===== config.mk =====
export PLATFORM = sky130hd
export DESIGN_NAME = in_area_scheduler_flat
export DESIGN_NICKNAME = d
export VERILOG_FILES = /design/src/rtl/in_area_scheduler_if.sv /design/src/rtl/in_area_scheduler.sv /design/src/flat_wrapper.sv
export SDC_FILE = /design/constraint.sdc
export NUM_CORES = 1
export LEC_CHECK = 0
export ABC_CLOCK_PERIOD_IN_PS = 6700
export CAP_MARGIN = 20
export CORE_ASPECT_RATIO = 1.2
export CORE_MARGIN = 2
export CORE_UTILIZATION = 55
export DETAILED_ROUTE_END_ITERATION = 6
export PLACE_DENSITY = 0.82
export SETUP_SLACK_MARGIN = 0.2
export SLEW_MARGIN = 25
export SYNTH_ARGS = -nofsm -noshare
export SYNTH_HDL_FRONTEND = slang
export SYNTH_SLANG_ARGS = --single-unit

===== constraint.sdc =====
create_clock -name clock -period 6.7 [get_ports clock]
set_input_delay 1.34 -clock clock [delete_from_list [all_inputs] [get_ports clock]]
set_output_delay 1.34 -clock clock [all_outputs]
set_load 0.02 [all_outputs]

===== src/rtl/in_area_scheduler_if.sv =====
// Consumer-side handshake of in_area_scheduler: active-low data-available,
// ready-for-data, and the tagged classification result.
interface in_area_scheduler_if;
   logic dav_;
   logic rfd;
   logic z;
   logic src;

   modport master (output dav_, output z, output src, input rfd);
   modport slave  (input dav_, input z, input src, output rfd);
endinterface


===== src/rtl/in_area_scheduler.sv =====
// Two ADC channels sharing one |x|+|y| area classifier; each channel keeps one
// buffered sample, and buffered samples are granted round-robin to a dav_/rfd consumer.
module in_area_scheduler (
   input  logic       clock,
   input  logic       reset,
   output logic       soc_a,
   input  logic       eoc_a,
   input  logic [7:0] xa,
   input  logic [7:0] ya,
   output logic       soc_b,
   input  logic       eoc_b,
   input  logic [7:0] xb,
   input  logic [7:0] yb,
   in_area_scheduler_if.master bus,
   output logic [7:0] hits_a,
   output logic [7:0] hits_b
);
   typedef enum logic [1:0] {CH_START, CH_WAIT, CH_READY} ch_state_t;
   typedef enum logic [1:0] {OUT_IDLE, OUT_DAV, OUT_ACK} out_state_t;

   ch_state_t       ch_q [2];
   ch_state_t       ch_d [2];
   logic [1:0]      soc_q, soc_d;
   logic [1:0][7:0] bx_q, bx_d, by_q, by_d;
   logic [1:0][7:0] hits_q, hits_d;
   out_state_t      out_q, out_d;
   logic            dav_q, dav_d;
   logic            z_q, z_d;
   logic            src_q, src_d;
   logic            last_q, last_d;

   logic [1:0]      eoc_in;
   logic [1:0][7:0] x_in, y_in;
   logic [1:0]      ready;
   logic            grant, gsel, z_new;

   function automatic logic classify(input logic [7:0] x, input logic [7:0] y);
      logic [7:0] ax;
      logic [7:0] ay;
      logic [8:0] s;
      ax = x[7] ? 8'(~x + 8'd1) : x;
      ay = y[7] ? 8'(~y + 8'd1) : y;
      s  = {1'b0, ax} + {1'b0, ay};
      return (s >= 9'd32) && (s <= 9'd64);
   endfunction

   assign eoc_in = {eoc_b, eoc_a};
   assign x_in   = {xb, xa};
   assign y_in   = {yb, ya};

   // Only channels already READY before this edge compete; on contention the
   // channel that was not served last wins.
   always_comb begin
      ready = 2'b00;
      for (int i = 0; i < 2; i++) ready[i] = (ch_q[i] == CH_READY);
      grant = (out_q == OUT_IDLE) && bus.rfd && (ready != 2'b00);
      gsel  = (ready == 2'b11) ? ~last_q : ready[1];
      z_new = classify(bx_q[gsel], by_q[gsel]);
   end

   always_comb begin
      for (int i = 0; i < 2; i++) begin
         ch_d[i]   = ch_q[i];
         soc_d[i]  = 1'b0;
         bx_d[i]   = bx_q[i];
         by_d[i]   = by_q[i];
         hits_d[i] = hits_q[i];
         case (ch_q[i])
            CH_START: begin
               soc_d[i] = 1'b1;
               // soc must have been seen high before a low eoc counts as acknowledge
               if (soc_q[i] && !eoc_in[i]) begin
                  ch_d[i]  = CH_WAIT;
                  soc_d[i] = 1'b0;
               end
            end
            CH_WAIT: begin
               if (eoc_in[i]) begin
                  ch_d[i] = CH_READY;
                  bx_d[i] = x_in[i];
                  by_d[i] = y_in[i];
               end
            end
            CH_READY: begin
               if (grant && (gsel == 1'(i))) begin
                  ch_d[i]  = CH_START;
                  soc_d[i] = 1'b1;
                  if (z_new && (hits_q[i] != 8'hFF)) hits_d[i] = hits_q[i] + 8'd1;
               end
            end
            default: ch_d[i] = CH_START;
         endcase
      end
   end

   always_comb begin
      out_d  = out_q;
      dav_d  = dav_q;
      z_d    = z_q;
      src_d  = src_q;
      last_d = last_q;
      case (out_q)
         OUT_IDLE: begin
            dav_d = 1'b1;
            if (grant) begin
               z_d    = z_new;
               src_d  = gsel;
               last_d = gsel;
               dav_d  = 1'b0;
               out_d  = OUT_DAV;
            end
         end
         OUT_DAV: begin
            dav_d = 1'b0;
            if (!bus.rfd) begin
               dav_d = 1'b1;
               out_d = OUT_ACK;
            end
         end
         OUT_ACK: begin
            dav_d = 1'b1;
            if (bus.rfd) out_d = OUT_IDLE;
         end
         default: begin
            dav_d = 1'b1;
            out_d = OUT_IDLE;
         end
      endcase
   end

   always_ff @(posedge clock or posedge reset) begin
      if (reset) begin
         for (int i = 0; i < 2; i++) ch_q[i] <= CH_START;
         soc_q  <= '0;
         bx_q   <= '0;
         by_q   <= '0;
         hits_q <= '0;
         out_q  <= OUT_IDLE;
         dav_q  <= 1'b1;
         z_q    <= 1'b0;
         src_q  <= 1'b0;
         last_q <= 1'b1;
      end else begin
         for (int i = 0; i < 2; i++) ch_q[i] <= ch_d[i];
         soc_q  <= soc_d;
         bx_q   <= bx_d;
         by_q   <= by_d;
         hits_q <= hits_d;
         out_q  <= out_d;
         dav_q  <= dav_d;
         z_q    <= z_d;
         src_q  <= src_d;
         last_q <= last_d;
      end
   end

   assign soc_a    = soc_q[0];
   assign soc_b    = soc_q[1];
   assign hits_a   = hits_q[0];
   assign hits_b   = hits_q[1];
   assign bus.dav_ = dav_q;
   assign bus.z    = z_q;
   assign bus.src  = src_q;
endmodule

===== src/flat_wrapper.sv =====
// flat-port wrapper written by rule: the top's interface ports become plain ports
module in_area_scheduler_flat 
  (clock, reset, soc_a, eoc_a, xa, ya, soc_b, eoc_b, xb, yb, hits_a, hits_b, bus_dav_, bus_z, bus_src, bus_rfd);
  in_area_scheduler_if bus_i ();
  input  logic clock;
  input  logic reset;
  output logic soc_a;
  input  logic eoc_a;
  input  logic [7:0] xa;
  input  logic [7:0] ya;
  output logic soc_b;
  input  logic eoc_b;
  input  logic [7:0] xb;
  input  logic [7:0] yb;
  output logic [7:0] hits_a;
  output logic [7:0] hits_b;
  output wire logic [$bits(bus_i.dav_)-1:0] bus_dav_;
  output wire logic [$bits(bus_i.z)-1:0] bus_z;
  output wire logic [$bits(bus_i.src)-1:0] bus_src;
  input wire logic [$bits(bus_i.rfd)-1:0] bus_rfd;
  assign bus_dav_ = bus_i.dav_;
  assign bus_z = bus_i.z;
  assign bus_src = bus_i.src;
  assign bus_i.rfd = bus_rfd;
  in_area_scheduler u_core (.clock(clock), .reset(reset), .soc_a(soc_a), .eoc_a(eoc_a), .xa(xa), .ya(ya), .soc_b(soc_b), .eoc_b(eoc_b), .xb(xb), .yb(yb), .bus(bus_i), .hits_a(hits_a), .hits_b(hits_b));
endmodule

==> metrics.cfg <==
[clocking]
clockRootBuffer=clkbuf_8
postCtsSetupBuffers=0
cts_resized=0
clock_path_buffers=2
worst_skew_pair.late_latency_ns=0.34
cts_tree=built
cts_made_buffers=9
h-tree-depth=3
cts_hold_buf=0
cts.clk_slew.worst_paths_ns=0.07
cts.sinks=60

[routing]
totalWireLength_microns=7200
drtIter0Drc=117
first_pass_iters=4
ant_nets=0
vias_per_cell=5.52
wire_per_inst_microns=15.4
route.detailed.drc=0
vias=2577

[synth]
synth.most_common_cell=dfrtp_1
postSynthCellCount=317
syn_area_sq_um=3400
synth_nets=366
synth_edf_count=0
ys_top_cells_by_count=dfrtp_1 (58), mux2_2 (34), nand2_1 (31)
yosys.area.top_type=dfrtp_1
synth_flop_cell=dfrtp_1
seq_area_frac_synth=0.443
async_reset_ff_frac=1.00
synth_warnings=0
synth.distinct_cells=44
synth.area.top_cells=dfrtp_1 (43%), mux2_2 (11%), xnor2_1 (6.7%), ha_1 (4.1%), nand2_1 (3.4%)
syn_avg_cell_area_sq_um=10.7
synth_seq_cells=60
synth_top_area_frac=0.427

[worst_setup_path]
reg2regPathDepth=18
cp_max_fo=18
crit_arrival_ns=5.08
r2r_start=u_core.ch_q[2]$_DFFE_PP0P_
crit_type=flip-flop to flip-flop
cp-startpoint=u_core.ch_q[2]$_DFFE_PP0P_
rrSetupSlack_ns=1.84
reg2reg_to=u_core.hits_b[1]$_DFFE_PP0P_
end_kind=flip-flop
required_ns=6.92
worstSetupStartpointType=flip-flop

[layout]
syn_to_final_growth_pct=25.5
drive_gt1_frac=0.164
n_antenna_cell=0
layout.nets=429
nFillCells=438
design_area_sq_um=4260

[timing]
max_freq_mhz=206
hold_viol=0
rsz0062_at_grt=no
layout_setup_ws_ns=1.84
fin_crit_sh=0.725
fin_skew_ns=0.0105
slew_headroom=0.412
setup_tns_ns=0
slew_violations=0
min_period_ns=4.86
setup_viol=0
hold_slack_ns=0.482
worst_slew_pin_slew_ns=0.880

[min_path]
hold_end=u_core.last_q$_DFFE_PP1P_
min_path_cells=2
worstHoldStart=u_core.last_q$_DFFE_PP1P_
hold_path_class=flip-flop to flip-flop

[run_status]
outcome=finished, final reports clean

[job]
cap_violations=0

[placement]
place_ws_ns=1.91
hpwl_microns=5200
placed_area_sq_um=4050
gp_congestion=0.856
portBuffers=57

[global_route]
grt_util_met3=0.0628
grt_pass1_wl_microns=12300
grt_start_max_net_pins=61
grt_pass1_vias=2659
grt_overflow=0
grtUsageMet1=0.296
grt.busiest_layer=met2
grt_use_total=0.234
use_met2=0.376
grt_antenna_before_repair=0

[floorplanning]
ios=58
rows=31
initial_utilization=0.565
die_area_sq_um=6820
core_sq_um=6010
fp.dieH_microns=90.1
die_width_microns=75.7

==> state kept, by name (all words and copies together), names as in the netlist <==
signal,cells
u_core.bus.dav_,1
u_core.bus.src,1
u_core.bus.z,1
u_core.bx_q,16
u_core.by_q,16
u_core.ch_q,4
u_core.hits_a,8
u_core.hits_b,8
u_core.last_q,1
u_core.out_q,2
u_core.soc_q,2
==> cells by family after synthesis <==
family,after synthesis,synth area share
xor+xnor,38,0.0980
buf+inv,18,0.0221
compound gates,40,0.0932
flops,60,0.443
mux,46,0.149
fa+ha+maj,12,0.0464
simple gates,103,0.148
==> worst max-delay path, stage by stage, from the launching register on <==
cell       delay [ns]
dfrtp_1          0.42
nor2b_1          0.23
a21o_1           0.58
nand2_1          0.11
nand2_1          0.12
inv_1            0.05
ha_1             0.22
o21ai_0          0.14
nand2_1          0.11
xor2_1           0.17
mux2i_1          0.13
ha_1             0.39
nand2_1          0.07
o31ai_1          0.35
a31oi_1          0.16
xnor2_1          0.18
a2111oi_4        0.80
nand2_2          0.14
mux2_1           0.34
==> worst max-delay path by stage <==
stage                                   end  cells past startpoint  slack [ns]
2_1_floorplan  u_core.hits_b[1]$_DFFE_PP0P_                     20        2.60
3_3_place_gp   u_core.hits_b[1]$_DFFE_PP0P_                     14        2.07
3_5_place_dp   u_core.hits_b[1]$_DFFE_PP0P_                     18        1.91
4_1_cts        u_core.hits_b[1]$_DFFE_PP0P_                     18        1.83
5_1_grt        u_core.hits_b[1]$_DFFE_PP0P_                     18        1.43
6_report       u_core.hits_b[1]$_DFFE_PP0P_                     18        1.84
==> layout make-up <==
type                       instances  area (sq um)  area share
clock buffer                      11           131      0.0308
clock inverter                     5          77.6      0.0182
inverter                          11          41.3     0.00969
multi-input combinational        239          1820       0.427
sequential                        60          1500       0.353
tap                               82           103      0.0241
timing repair buffer              59           586       0.137
==> cell usage in the layout, fill, tap and decap left out, drive strengths merged, types with 2 or more instances in the layout <==
master	n
clkinv	2
nor4	2
mux2i	9
clkdlybuf4s50	57
xor2	12
dfstp	2
clkbuf	11
inv	11
mux2	37
and3	10
nor3b	2
ha	11
nand2b	2
nor3	9
bufinv	2
nand4	2
dfrtp	58
a21oi	13
nand2	33
nor2b	8
o31ai	4
o21ai	9
a21o	2
nor2	15
xnor2	26
nand3	16
buf	2
==> stage by stage <==
| step | util | std cells |
|---|---|---|
| 2_1_floorplan | - | 317 |
| 3_3_place_gp | 0.674 | 451 |
| 3_5_place_dp | 0.674 | 451 |
| 4_1_cts | 0.709 | 467 |
| 5_1_grt | 0.709 | 467 |
| 6_report | 0.709 | 467 |
==> routing by layer <==
layer | wire, microns | share of wire
met2 | 3680 | 0.51
met1 | 3070 | 0.43
met5 | 0 | 0
met3 | 301 | 0.042
met4 | 151 | 0.021
Power is left out: the tool's default activity adds up to more than one toggle a clock period on the data nets, which glitch-free logic cannot reach.
